$ cat config.mk
export PLATFORM = sky130hd
export DESIGN_NAME = prog_clock_divider
export DESIGN_NICKNAME = d
export VERILOG_FILES = /design/src/rtl/prog_clock_divider_pkg.sv /design/src/rtl/prog_clock_divider.sv
export SDC_FILE = /design/constraint.sdc
export NUM_CORES = 1
export LEC_CHECK = 0
export ABC_AREA = 1
export BUFFER_PORTS_ARGS = -buffer_cell sky130_fd_sc_hd__clkbuf_2
export CAP_MARGIN = 20
export CORE_MARGIN = 4
export CORE_UTILIZATION = 25
export CTS_CLUSTER_DIAMETER = 100
export DETAILED_ROUTE_END_ITERATION = 16
export PLACE_DENSITY = 0.5
export SLEW_MARGIN = 20
export SYNTH_ARGS = -nofsm -noshare
export SYNTH_HDL_FRONTEND = slang
export SYNTH_SLANG_ARGS = --single-unit
$ cat constraint.sdc
create_clock -name clk -period 3.7 [get_ports clk]
set_clock_uncertainty 0.15 [all_clocks]
set_input_delay 0 -clock clk [delete_from_list [all_inputs] [get_ports clk]]
set_output_delay 0 -clock clk [all_outputs]
set_load 0.05 [all_outputs]
$ cat src/rtl/prog_clock_divider_pkg.sv
// Shared definitions for the timing-chain dividers (clock divider, note-rate generator).
package prog_clock_divider_pkg;

  localparam int CNT_W_DEF = 16;

  typedef enum logic {
    MODE_SQUARE = 1'b0,
    MODE_PULSE  = 1'b1
  } mode_t;

endpackage

$ cat src/rtl/prog_clock_divider.sv
// Runtime-programmable clock divider with tick output; new settings take effect only at
// a period boundary (terminal count) or on a phase-sync strobe.
module prog_clock_divider
  import prog_clock_divider_pkg::*;
#(
  parameter int   CNT_W        = CNT_W_DEF,
  parameter int   DEFAULT_DIV  = 5,
  parameter logic DEFAULT_MODE = 1'b0
) (
  input  logic             clk,
  input  logic             rst,
  input  logic             en,
  input  logic             load,
  input  logic [CNT_W-1:0] div_in,
  input  logic             mode_in,
  input  logic             sync,
  output logic             oclk,
  output logic             tick,
  output logic             pend
);

  logic [CNT_W-1:0] cnt;
  logic [CNT_W-1:0] div_act;
  logic [CNT_W-1:0] div_pend;
  mode_t            mode_act;
  mode_t            mode_pend;

  logic [CNT_W-1:0] div_req;
  mode_t            mode_req;
  mode_t            mode_next;
  logic             terminal;

  // A zero divisor request is promoted to 1 so the counter compare never underflows.
  always_comb begin
    div_req   = (div_in == '0) ? CNT_W'(1) : div_in;
    mode_req  = mode_t'(mode_in);
    terminal  = en && (cnt == div_act - CNT_W'(1));
    mode_next = pend ? mode_pend : mode_act;
  end

  always_ff @(posedge clk) begin
    if (rst) begin
      cnt       <= '0;
      oclk      <= 1'b0;
      tick      <= 1'b0;
      pend      <= 1'b0;
      div_act   <= CNT_W'(DEFAULT_DIV);
      mode_act  <= mode_t'(DEFAULT_MODE);
      div_pend  <= CNT_W'(DEFAULT_DIV);
      mode_pend <= mode_t'(DEFAULT_MODE);
    end else if (sync) begin
      cnt  <= '0;
      oclk <= 1'b0;
      tick <= 1'b0;
      pend <= 1'b0;
      // A simultaneous load bypasses the pending slot and applies straight away.
      if (load) begin
        div_act   <= div_req;
        mode_act  <= mode_req;
        div_pend  <= div_req;
        mode_pend <= mode_req;
      end else if (pend) begin
        div_act  <= div_pend;
        mode_act <= mode_pend;
      end
    end else begin
      if (en) begin
        if (terminal) begin
          cnt  <= '0;
          tick <= 1'b1;
          if (pend) begin
            div_act  <= div_pend;
            mode_act <= mode_pend;
            pend     <= 1'b0;
          end
          // The mode taking effect at this boundary decides the output edge.
          if (mode_next == MODE_SQUARE) oclk <= ~oclk;
          else                          oclk <= 1'b1;
        end else begin
          cnt  <= cnt + CNT_W'(1);
          tick <= 1'b0;
          if (mode_act == MODE_PULSE) oclk <= 1'b0;
        end
      end else begin
        tick <= 1'b0;
      end
      // Placed last so a load coinciding with a terminal count stays pending.
      if (load) begin
        div_pend  <= div_req;
        mode_pend <= mode_req;
        pend      <= 1'b1;
      end
    end
  end

endmodule

# Word level (Yosys, flattened, before mapping)
# Index checks and enable logic that the tools add are counted.
# word_totals
reg_bits	53
latch_bits	0
ram_bits	0
mem_bits_ro	0
in_bits	22
wordCells	44
n_memories	0
# classes
add_sub_neg	2
mul	0
div	0
order_cmp	0
eq_ne	1
shifts	0
n_mux	19
bitwise	2
n_reduce_logical	12
# op_table
cell	count
16-bit 2-to-1 mux	7
16-bit by 1-bit adder with 16-bit output (second input constant)	1
16-bit == test	1
16-bit zero test	1
16-bit by 1-bit subtractor with 16-bit output (second input constant)	1
1-bit 2-to-1 mux	12
2-bit nonzero test	5
2-bit AND reduction	3
3-bit OR reduction	1
1-bit inverter	2
2-bit OR reduction	1
1-bit logical AND	1

# Logic depth before layout (Yosys ltp)
# Gate-level depths: netlist of run 1.
# logic_depth
ltp_word	6
ltp_mapped	15

# Worst setup path after synthesis of run 1
# OpenSTA, ideal clock, no wires.
# synth_path
path_kind	register to register
from	register div_act[0]
to	register pend
setup_ps	133
arrival_ps	1764
required_ps	3417
slack_ps	1652
path_stages_with_launch	15
cell_sequence	dfxtp_1 > inv_1 > ha_1 > nand2_1 > nor2_1 > nand2_1 > nand2_1 > nand3_1 > nor2_2 > nand3_2 > inv_1 > nand2_4 > nand2_4 > buf_6 > o22ai_2
# synth_via
elab_chain_cells	5
# synth_lines
item	line_no	rtl
from (decl)	prog_clock_divider.sv:23	logic [CNT_W-1:0] div_act;
from (signal assigned)	prog_clock_divider.sv:47	div_act <= CNT_W'(DEFAULT_DIV);
from (signal assigned)	prog_clock_divider.sv:58	div_act <= div_req;
from (signal assigned)	prog_clock_divider.sv:63	div_act <= div_pend;
16-bit by 1-bit subtractor with 16-bit output	prog_clock_divider.sv:37	terminal = en && (cnt == div_act - CNT_W'(1));
16-bit == test	prog_clock_divider.sv:37	
1-bit logical AND	prog_clock_divider.sv:37	
2-bit nonzero test (no line)	--	
2-bit AND reduction (no line)	--	
to (signal assigned)	prog_clock_divider.sv:46	pend <= 1'b0;
to (signal assigned)	prog_clock_divider.sv:55	pend <= 1'b0;
to (signal assigned)	prog_clock_divider.sv:74	pend <= 1'b0;
to (decl)	prog_clock_divider.sv:19	output logic pend
# No other way between the ends.
# A chain may end at the register's enable or synchronous reset.

# Final worst setup path of run 1
# layout_path
from	register div_act[0]
to	register div_act[14]
# layout_via
elab_chain_cells	5
# layout_lines
item	line_no
16-bit by 1-bit subtractor with 16-bit output	prog_clock_divider.sv:37
16-bit == test	prog_clock_divider.sv:37
1-bit logical AND	prog_clock_divider.sv:37
2-bit nonzero test (no line)	--
2-bit AND reduction (no line)	--
# No other way between the ends.

==> metrics.log, run 1 <==
[metrics] # resized after CTS: 0
[metrics] slowest stage delay, CP: 0.61 ns
[metrics] routed wire length per instance: 12.1 um
[metrics] maximum VDD drop: 0.183 mV
[metrics] fraction of final layout cells with drive strength greater than 1: 10.3%
[metrics] share of the cycle needed by the critical path after routing: 72.3%
[metrics] unique cell type count in the Yosys netlist: 36
[metrics] setup TNS after final layout: 0 ns
[metrics] placed cell area: 3600 um^2
[metrics] vias in the first global route: 3158
[metrics] power per standard cell area: 365 nW/um^2
[metrics] Seq/Total Area, Yosys: 31.8%
[metrics] Non-Filler Instances: 755
[metrics] gr ovfl total: 0
[metrics] Ys Warns: 0
[metrics] Critical Path, Cell by Cell: inv_1 > ha_1 > nand2_1 > nor2_1 > nand2_1 > nand2_1 > nand3_1 > nor2_2 > nand3_2 > o21ai_2 > nand2_1 > nand2_1 > nor2_1
[metrics] top-area cell type share of the netlist area: 31.8%
[metrics] class of the worst hold path: in -> reg
[metrics] TritonCTS buffer count: 5
[metrics] slew margin rel.: 39.6%
[metrics] required time reported for the critical path endpoint: 3.74 ns
[metrics] number of antenna violations at the first check in global routing: 0
[metrics] Detailed Route Iter0 Violations: 135
[metrics] die footprint: 15300 um^2
[metrics] number of detailed-route iterations in the first pass: 4
[metrics] most frequent cells in the layout: nand2_1 (145), nor2_1 (106), inv_1 (58)
[metrics] leakage dissipation: 1.83 nW
[metrics] number of placed instances, taps included: 727
[metrics] Overall Global Routing Usage: 12.7%
[metrics] Max Fanout on Critical Path: 20
[metrics] routability congestion estimate from global placement: 0.835
[metrics] core area: 12800 um^2
[metrics] Worst path most repeated cell: nand2_1
[metrics] share of the core filled with cells in the final layout: 31.0%
[metrics] Worst-Margin Slew: 0.904 ns
[metrics] Net Count, Synth: 569
[metrics] area of the multi-input gates: 1970 um^2
[metrics] CTS Buffer Depth: 2
[metrics] arrival time of data at the critical path endpoint: 2.71 ns
[metrics] Vert. Die Dim: 124 um
[metrics] maximum achievable frequency: 0.374 GHz
[metrics] crit path buf inv count: 1
[metrics] area leader, netlist: dfxtp_1
[metrics] final instance area: 3970 um^2
[metrics] Final nets: 607
[metrics] DR DRC count: 0
[metrics] total number of placement rows: 41
[metrics] mean area per synthesized cell: 6.13 um^2
[metrics] register bit total from synthesis: 53
[metrics] leading cell type in the layout, fill and taps excluded: nand2_1
[metrics] Max Cap Violations: 0
[metrics] largest delay contributor family on the critical path: simple AND/OR/NAND/NOR gates
[metrics] post-layout min period: 2.68 ns
[metrics] post-route antenna net violation count: 0
[metrics] kind of start point of the critical path: flip-flop
[metrics] category of the worst setup path capture point: flip-flop
[metrics] global-route wire length before repair: 15700 um
[metrics] unrepaired setup endpoints after global routing: no
[metrics] Critical-path top delay cell: o21ai_2
[metrics] number of max-slew violations in the final report: 0
[metrics] total half-perimeter wirelength after legalization and detailed placement: 6970 um
[metrics] number of primary I/O pins: 25
[metrics] run status: completed
[metrics] final setup violation count: 0
[metrics] width of the die: 124 um
[metrics] clock latency of the later-clocked register in the worst-skew pair: 0.29 ns
[metrics] Setup Crit Path Kind: reg -> reg
[metrics] Synth Cell Area: 3340 um^2
[metrics] vias per cell: 4.52
[metrics] Max H-tree Level: 2
[metrics] number of input and output port buffers inserted: 24
[metrics] via count of the routed design: 3410
[metrics] sequential standard cell area: 1060 um^2
[metrics] clock tree from TritonCTS: built
[metrics] number of sinks on the clock net: 53
[metrics] flop2flop setup slack: 1.02 ns
[metrics] cell count after synthesis: 545
[metrics] total count of hold-check failures in the final report: 0
[metrics] clock root cell: clkbuf_16
[metrics] initial core utilization: 26.0%
[metrics] pin count of the biggest net entering global routing: 33
[metrics] Clk pin slew, worst setup/hold paths: 0.07 ns
[metrics] Synth-to-Final Area Change: 19.0%
[metrics] largest cells by area after synthesis: dfxtp_1 (32%), nand2_1 (16%), nor2_1 (12%)
[metrics] antenna cell count: 0
[metrics] number of fillers in the final layout: 1468
[metrics] Total Wirelength: 9140 um
-- worst paths after layout --
| kind | startpoint | endpoint | depth (start not counted) |
|---|---|---|---|
| hold / removal | div_in[5] | div_act[5] | 5 |
| setup reg to reg | div_act[0] | div_act[14] | 13 |
| hold reg to reg | div_pend[12] | div_pend[12] | 2 |
| setup / recovery | div_act[0] | div_act[14] | 13 |
-- worst register-to-register path, stage by stage (launching register included) --
cell     delay [ns]
dfxtp_1        0.35
inv_1          0.14
ha_1           0.34
nand2_1        0.09
nor2_1         0.17
nand2_1        0.07
nand2_1        0.07
nand3_1        0.09
nor2_2         0.12
nand3_2        0.10
o21ai_2        0.61
nand2_1        0.13
nand2_1        0.09
nor2_1         0.05
-- routing by layer --
metal  up-vias  share of wire, %  wire length, um  global-route usage [%]
met4         0              0.73               67                    2.42
met1      1534                51             4660                    17.8
li1       1807                 -                -                       -
met5         -                 0                0                       0
met2        65                45             4110                    20.8
met3         4               3.4              308                    1.77
-- layout make-up --
cell class | count | share of cell area (%)
Clock inverter | 2 | 0.976
Multi-Input combinational cell | 416 | 49.6
Timing Repair Buffer | 45 | 8.31
Tap cell | 172 | 5.42
Sequential cell | 53 | 26.7
Clock buffer | 5 | 3.15
Inverter | 62 | 5.86
-- cell usage after synthesis --
cell,n
a21oi_1,22
a21oi_2,1
a31o_2,1
a31oi_1,1
and2_1,1
buf_6,3
clkbuf_1,11
clkinv_1,2
dfxtp_1,53
ha_1,2
inv_1,58
inv_2,2
nand2_1,145
nand2_2,4
nand2_4,3
nand3_1,33
nand3_2,5
nand3b_1,3
nand4_1,6
nor2_1,106
nor2_2,7
nor2_4,1
nor2_8,1
nor3_1,3
nor3_2,1
nor3b_1,2
nor4_1,5
o211ai_1,1
o21ai_0,41
o21ai_2,1
o22ai_1,5
o22ai_2,1
or2_2,1
or3_1,1
xnor2_1,3
xor2_1,9
-- cells by family (layout without fill, tap and decap cells) --
kind of cell	count (synthesis)	after routing	synth area share (%)
buf+inv	76	114	9.22
fa+ha+maj	2	2	0.749
compound gates	74	74	12.0
simple gates	328	328	43.2
xor+xnor	12	12	3.15
flops	53	53	31.8
-- sequential cells by signal (all words and copies together), names as in the netlist --
name	count
div_act	16
div_pend	16
mode_act	1
pend	1
cnt	16
tick	1
oclk	1
mode_pend	1
-- per-stage QoR --
stage	total power (W)	hold slack, ns	setup WS [ns]
3_3_place_gp	0.000903	0.0767	1.12
6_report	0.00145	0.0144	1.02
2_1_floorplan	0.000835	-0.0809	1.65
5_1_grt	0.00153	0.0425	0.771
3_5_place_dp	0.000904	0.0741	1.06
4_1_cts	0.00147	0.0127	1.04
-- timing repair --
item	in CTS	in global routing
hold buffers	21	0
endpoints found under the hold margin	33	0
setup buffers	0	0
-- power breakdown --
| group | internal (W) | leakage [nW] | switching, W | total (W) |
|---|---|---|---|---|
| logic | 0.000104 | 1.31 | 0.000171 | 0.000275 |
| registers | 0.000599 | 0.436 | 0.0000343 | 0.000633 |
| clock network | 0.000319 | 0.0803 | 0.000225 | 0.000543 |
Note: power is estimated with default switching activity, not from simulation.
==> run 2: changes to the inputs <==
- clock period: 3.7 -> 2.7 ns (I/O delays scaled with it)
==> run 2 against run 1 <==
Sequential share of layout area down 0.12 points. Final cell count is 0.53% higher. Clock-buffer cell count increased by 1. Total power up 34%. Utilization grew 0.14 points. Critical endpoint is now mode_act. Largest power group unchanged. Highest routed layer unchanged.
==> metrics.log, run 2 (synthesis gave the netlist of run 1 again) <==
[metrics] count of cells along the worst register-to-register path: 14 (+1)
[metrics] share of the cycle needed by the critical path after routing: 85.7% (+13 points)
[metrics] final instance area: 3990 um^2 (+0.44%)
[metrics] minimum setup slack after placement: 0.317 ns (-0.743 ns)
[metrics] final setup violation count: 0 (unchanged)
[metrics] routability congestion estimate from global placement: 0.835 (about the same)
[metrics] arrival time of data at the critical path endpoint: 2.36 ns (-0.35 ns)
[metrics] worst hold start: div_in[5]
[metrics] pin count of the biggest net entering global routing: 33 (unchanged)
[metrics] post-CTS setup buffer count: 0 (unchanged)
[metrics] clock latency of the later-clocked register in the worst-skew pair: 0.30 ns (about the same)
[metrics] required time reported for the critical path endpoint: 2.75 ns (-0.99 ns)
[metrics] die footprint: 15300 um^2 (unchanged)
[metrics] post-route antenna net violation count: 0 (unchanged)
[metrics] placed cell area: 3620 um^2 (+0.63%)
[metrics] number of primary I/O pins: 25 (unchanged)
[metrics] number of max-slew violations in the final report: 0 (unchanged)
[metrics] vias per cell: 4.56 (+0.96%)
[metrics] leading cell type in the layout, fill and taps excluded: nand2_1
[metrics] Max H-tree Level: 2 (unchanged)
[metrics] power per standard cell area: 486 nW/um^2 (+33%)
[metrics] Vert. Die Dim: 124 um (unchanged)
[metrics] total count of hold-check failures in the final report: 0 (unchanged)
[metrics] kind of start point of the critical path: flip-flop
[metrics] post-layout min period: 2.31 ns (-0.362 ns)
[metrics] DR DRC count: 0 (unchanged)
[metrics] clock tree from TritonCTS: built
[metrics] run status: completed
[metrics] number of detailed-route iterations in the first pass: 5 (+1)
[metrics] setup TNS after final layout: 0 ns (unchanged)
[metrics] fraction of final layout cells with drive strength greater than 1: 11.1% (+0.78 points)
[metrics] Comb pwr share: 20.0% (+1.1 points)
[metrics] leakage dissipation: 1.84 nW (+0.56%)
[metrics] Max Cap Violations: 0 (unchanged)
[metrics] unrepaired setup endpoints after global routing: no
[metrics] flop2flop setup slack: 0.39 ns (-0.64 ns)
[metrics] gr ovfl total: 0 (unchanged)
[metrics] Synth-to-Final Area Change: 19.5%
[metrics] Clk pin slew, worst setup/hold paths: 0.07 ns (about the same)
[metrics] P_int: 0.00134 W (+31%)
[metrics] Max Fanout on Critical Path: 20 (unchanged)
[metrics] initial core utilization: 26.0% (unchanged)
[metrics] first element of the critical path: div_act[0]
[metrics] category of the worst setup path capture point: flip-flop
[metrics] total number of placement rows: 41 (unchanged)
[metrics] setup slack after layout: 0.386 ns (-0.638 ns)
[metrics] startpoint of the lowest-slack register-to-register path: div_act[0]
[metrics] width of the die: 124 um (unchanged)
[metrics] maximum VDD drop: 0.244 mV (+33%)
[metrics] switching power of the nets: 0.000597 W (+39%)
[metrics] clock network fraction of design power: 35.5% (-1.9 points)
[metrics] FF-to-FF End: mode_act
[metrics] total half-perimeter wirelength after legalization and detailed placement: 7070 um (+1.3%)
[metrics] biggest regs: cnt x16, div_act x16, div_pend x16
[metrics] slew margin rel.: 36.9% (-2.7 points)
[metrics] via count of the routed design: 3461 (+1.5%)
[metrics] number of antenna violations at the first check in global routing: 0 (unchanged)
[metrics] Overall Global Routing Usage: 13.1% (+0.42 points)
[metrics] TritonCTS buffer count: 5 (unchanged)
[metrics] net switching fraction of the power: 30.8% (+1.2 points)
[metrics] Worst-Margin Slew: 0.945 ns (+0.0409 ns)
[metrics] number of input and output port buffers inserted: 24 (unchanged)
[metrics] routed wire length per instance: 12.3 um (+1.5%)
[metrics] end of the critical path: mode_act
[metrics] Detailed Route Iter0 Violations: 140 (+3.7%)
[metrics] CTS Buffer Depth: 2 (unchanged)
[metrics] vias in the first global route: 3360 (+6.4%)
[metrics] Total Wirelength: 9330 um (+2.0%)
[metrics] global-route wire length before repair: 16100 um (+2.4%)
[metrics] maximum achievable frequency: 0.432 GHz (+16%)
[metrics] fraction of power consumed by sequential logic: 44.5% (+0.9 points)
[metrics] class of the worst hold path: in -> reg
[metrics] antenna cell count: 0 (unchanged)
[metrics] number of sinks on the clock net: 53 (unchanged)
[metrics] clock root cell: clkbuf_16
[metrics] most frequent cells in the layout: nand2_1 (145), nor2_1 (106), inv_1 (58)
[metrics] Setup Crit Path Kind: reg -> reg
[metrics] core area: 12800 um^2 (unchanged)
[metrics] Final nets: 610 (+0.49%)
run 2: cell count changes in the layout (fill, tap and decap cells not counted), sizes merged:
cell,previous run,this run
buf,0,3
bufinv,1,0
clkbuf,29,30
clkinv,2,3
run 2: metal layers:
layer / wire length [um] / global-route usage [%]
met4: 199 / 4.98
met2: 4210 / 21.1
met3: 393 / 2.00
met1: 4520 / 17.6
met5: 0 / 0
run 2: how the worst min path moves through the flow:
stage | slack (ns) | to | depth (start not counted)
floorplan | -0.08 | div_pend[5] | 1
global placement | 0.09 | div_pend[5] | 2
detailed placement | 0.1 | div_pend[5] | 2
CTS | 0.03 | div_act[5] | 5
global route | 0.08 | div_act[5] | 5
finish | 0.04 | div_act[5] | 5
run 2: power by group through the flow:
stage,sequential [W],clock (W),combinational [W]
2_1_floorplan,0.000869,0,0.000275
3_3_place_gp,0.000881,0,0.000362
3_5_place_dp,0.000881,0,0.000361
4_1_cts,0.000863,0.000718,0.000386
5_1_grt,0.000869,0.000746,0.000444
6_report,0.000863,0.000689,0.000387
run 2: timing repair:
| item | 4_1_cts | 5_1_grt |
|---|---|---|
| endpoints found under the setup margin | 0 | 5 |
| hold buffers | 21 | 0 |
| gates resized for setup | 0 | 1 |
| endpoints found under the hold margin | 34 | 0 |
run 2: per-stage QoR:
stage | power (W) | std cells | hold WS, ns | util (%)
3_5_place_dp | 0.00124 | 730 | 0.0999 | 28.2
5_1_grt | 0.00206 | 759 | 0.0793 | 31.1
4_1_cts | 0.00197 | 759 | 0.0265 | 31.1
3_3_place_gp | 0.00124 | 730 | 0.0941 | 28.2
6_report | 0.00194 | 759 | 0.0353 | 31.1
2_1_floorplan | 0.00114 | 545 | -0.0809 | -
run 2: final cells by class:
type                            instances  area (um^2)
Fill cell                            1452         8830
Multi-Input combinational cell        416         1970
Sequential cell                        53         1060
Timing Repair Buffer                   48          353
Inverter                               62          233
Tap cell                              172          215
Clock buffer                            6          139
Clock inverter                          2         17.5
run 2: critical path, stage by stage (launching register included):
cell and delay (ns):
dfxtp_1 0.35, inv_1 0.14, ha_2 0.29, nand2_1 0.07, nor2_1 0.17, nand2_1 0.07, nand2_1 0.07, nand3_1 0.08
nor2_2 0.12, nand3_2 0.10, o21ai_2 0.14, buf_4 0.25, nand2_1 0.08, nand2_1 0.06, nor2_1 0.06
==> run 3: changes to the inputs <==
- CORE_MARGIN: 4 -> 1
- CORE_UTILIZATION: 25 -> 55
- GPL_TIMING_DRIVEN: unset -> 1
- PLACE_DENSITY: 0.5 -> 0.84
==> run 3 against run 2 <==
First-iteration DRC count up 67%. Via count up 1.7%. Largest power group unchanged. Global-route usage up 15 points. Die area down 58%. Worst hold slack worse by 0.0076 ns. Largest cell class unchanged.
==> metrics.log, run 3 (synthesis gave the netlist of run 1 again) <==
[metrics] number of placed instances, taps included: 633 (-13%)
[metrics] routed metal-1 wire length: 3880 um (-14%)
[metrics] number of max-slew violations in the final report: 0 (unchanged)
[metrics] category of the worst setup path capture point: flip-flop
[metrics] kind of start point of the critical path: flip-flop
[metrics] Worst path most repeated cell: nand2_1
[metrics] total number of placement rows: 28 (-32%)
[metrics] leakage dissipation: 1.82 nW (-1.1%)
[metrics] core area: 5890 um^2 (-54%)
[metrics] Critical Path, Cell by Cell: inv_1 > ha_1 > nand2_1 > nor2_1 > nand2_1 > nand2_1 > nand3_1 > nor2_2 > nand3_2 > o21ai_2 > buf_4 > nand2_1 > nand2_1 > nor2_1
[metrics] Total Wirelength: 8610 um (-7.7%)
[metrics] unrepaired setup endpoints after global routing: no
[metrics] setup TNS after final layout: 0 ns (unchanged)
[metrics] clock tree from TritonCTS: built
[metrics] Met3 Routed Length: 435 um (+11%)
[metrics] total count of hold-check failures in the final report: 0 (unchanged)
[metrics] die footprint: 6390 um^2 (-58%)
[metrics] Setup Crit Path Kind: reg -> reg
[metrics] maximum achievable frequency: 0.422 GHz (-2.3%)
[metrics] via count of the routed design: 3521 (+1.7%)
[metrics] number of input and output port buffers inserted: 24 (unchanged)
[metrics] post-layout min period: 2.37 ns (+0.0555 ns)
[metrics] slew margin rel.: 43.4% (+6.4 points)
[metrics] maximum VDD drop: 0.392 mV (+60%)
[metrics] gr ovfl total: 0 (unchanged)
[metrics] routability congestion estimate from global placement: 0.930 (+11%)
[metrics] final setup violation count: 0 (unchanged)
[metrics] Critical-path top delay cell: dfxtp_1
[metrics] number of sinks on the clock net: 53 (unchanged)
[metrics] fraction of final layout cells with drive strength greater than 1: 10.9% (-0.19 points)
[metrics] biggest regs: cnt x16, div_act x16, div_pend x16
[metrics] total length of routed met2 wires: 4040 um (-3.9%)
[metrics] leading cell type in the layout, fill and taps excluded: nand2_1
[metrics] number of cells on the worst hold path: 2 (-3)
[metrics] Synth-to-Final Area Change: 14.4%
[metrics] Vert. Die Dim: 79.9 um (-35%)
[metrics] Max H-tree Level: 2 (unchanged)
[metrics] number of fillers in the final layout: 531 (-63%)
[metrics] required time reported for the critical path endpoint: 2.77 ns (+0.02 ns)
[metrics] Overall Global Routing Usage: 28.5% (+15 points)
[metrics] number of primary I/O pins: 25 (unchanged)
[metrics] clock latency of the later-clocked register in the worst-skew pair: 0.32 ns (+0.02 ns)
[metrics] run status: completed
[metrics] initial core utilization: 56.7% (+31 points)
[metrics] # resized after CTS: 0 (unchanged)
[metrics] arrival time of data at the critical path endpoint: 2.43 ns (+0.07 ns)
[metrics] Max Fanout on Critical Path: 20 (unchanged)
[metrics] clock root cell: clkbuf_8
[metrics] number of detailed-route iterations in the first pass: 5 (unchanged)
[metrics] power per standard cell area: 459 nW/um^2 (-5.5%)
[metrics] Non-Filler Instances: 663 (-13%)
[metrics] antenna cell count: 0 (unchanged)
[metrics] Clk pin slew, worst setup/hold paths: 0.10 ns (+0.03 ns)
[metrics] sequential standard cell area: 1060 um^2 (unchanged)
[metrics] CTS Buffer Depth: 2 (unchanged)
[metrics] slowest stage delay, CP: 0.35 ns (about the same)
[metrics] global-route wire length before repair: 14300 um (-11%)
[metrics] highest metal used: met4
[metrics] number of antenna violations at the first check in global routing: 0 (unchanged)
[metrics] area of the multi-input gates: 1970 um^2 (-0.13%)
[metrics] Max Cap Violations: 0 (unchanged)
[metrics] Worst-Margin Slew: 0.849 ns (-0.0966 ns)
[metrics] most frequent cells in the layout: nand2_1 (145), nor2_1 (106), inv_1 (58)
[metrics] width of the die: 79.9 um (-35%)
[metrics] pin count of the biggest net entering global routing: 33 (unchanged)
[metrics] vias per cell: 5.31 (+16%)
[metrics] DR DRC count: 0 (unchanged)
[metrics] routed wire length per instance: 13.0 um (+5.7%)
[metrics] share of the cycle needed by the critical path after routing: 87.7% (+2.1 points)
[metrics] post-route antenna net violation count: 0 (unchanged)
[metrics] class of the worst hold path: in -> reg
[metrics] TritonCTS buffer count: 5 (unchanged)
[metrics] total half-perimeter wirelength after legalization and detailed placement: 6090 um (-14%)
[metrics] Detailed Route Iter0 Violations: 234 (+67%)
[metrics] vias in the first global route: 3267 (-2.8%)
[metrics] count of cells along the worst register-to-register path: 14 (unchanged)
[metrics] Final nets: 611 (+0.16%)
==> run 3: cell types whose count changed in the layout (fill, tap and decap cells not counted) <==
cell,before,now
clkbuf_16,5,0
clkbuf_8,1,6
dlygate4sd3_1,21,22
ha_1,1,2
ha_2,1,0
==> run 3: layout make-up <==
type | count | share of cell area (%)
clock buffers | 6 | 2.16
clock inverters | 2 | 0.458
inverters | 62 | 6.09
multi-input cells | 416 | 51.6
flip-flops and latches | 53 | 27.8
well taps | 75 | 2.46
repair buffers | 49 | 9.50
==> run 3: timing repair <==
item,CTS,global route
hold buffers,22,0
hold endpoints to repair,36,0
setup buffers,0,0
endpoints found under the setup margin,0,0
==> run 3: power by group <==
group	internal, W	total, W	switching (W)
clock network	0.000214	0.000503	0.000289
logic	0.000146	0.000390	0.000244
registers	0.000821	0.000862	0.0000406
total	0.00118	0.00175	0.000574
==> run 3: metrics by stage <==
stage               power (W)  hold slack [ns]  instance area, um^2  utilization [%]  worst slack (ns)
floorplan             0.00114          -0.0809                 3340                -             0.652
global placement      0.00122           0.0785                 3500             59.5             0.439
detailed placement    0.00123           0.0691                 3500             59.5             0.369
CTS                   0.00175           0.0135                 3820             64.9             0.346
global route          0.00184           0.0780                 3820             64.9             0.118
finish                0.00175           0.0276                 3820             64.9             0.331
==> run 3: worst max-delay path: cells and delay by family (launching register included) <==
kind                       cells  cell delay (ns)
AOI/OAI and AO/OA              1             0.15
adders and majority gates      1             0.33
buffers and inverters          2             0.38
DFF                            1             0.35
and+or+nand+nor               10             0.89
==> run 3: per-layer routing <==
metal,GRT usage (%),vias up
met4,11.4,0
met3,4.46,25
met2,49.1,118
met1,35.1,1565
met5,0,-
li1,-,1813
==> run 3: path summary, 6_finish.rpt <==
kind                startpoint           end  slack (ns)
setup / recovery    div_act[0]   div_act[14]        0.33
hold / removal            load   div_pend[7]        0.03
setup reg to reg    div_act[0]   div_act[14]        0.33
hold reg to reg   div_pend[12]  div_pend[12]        0.33
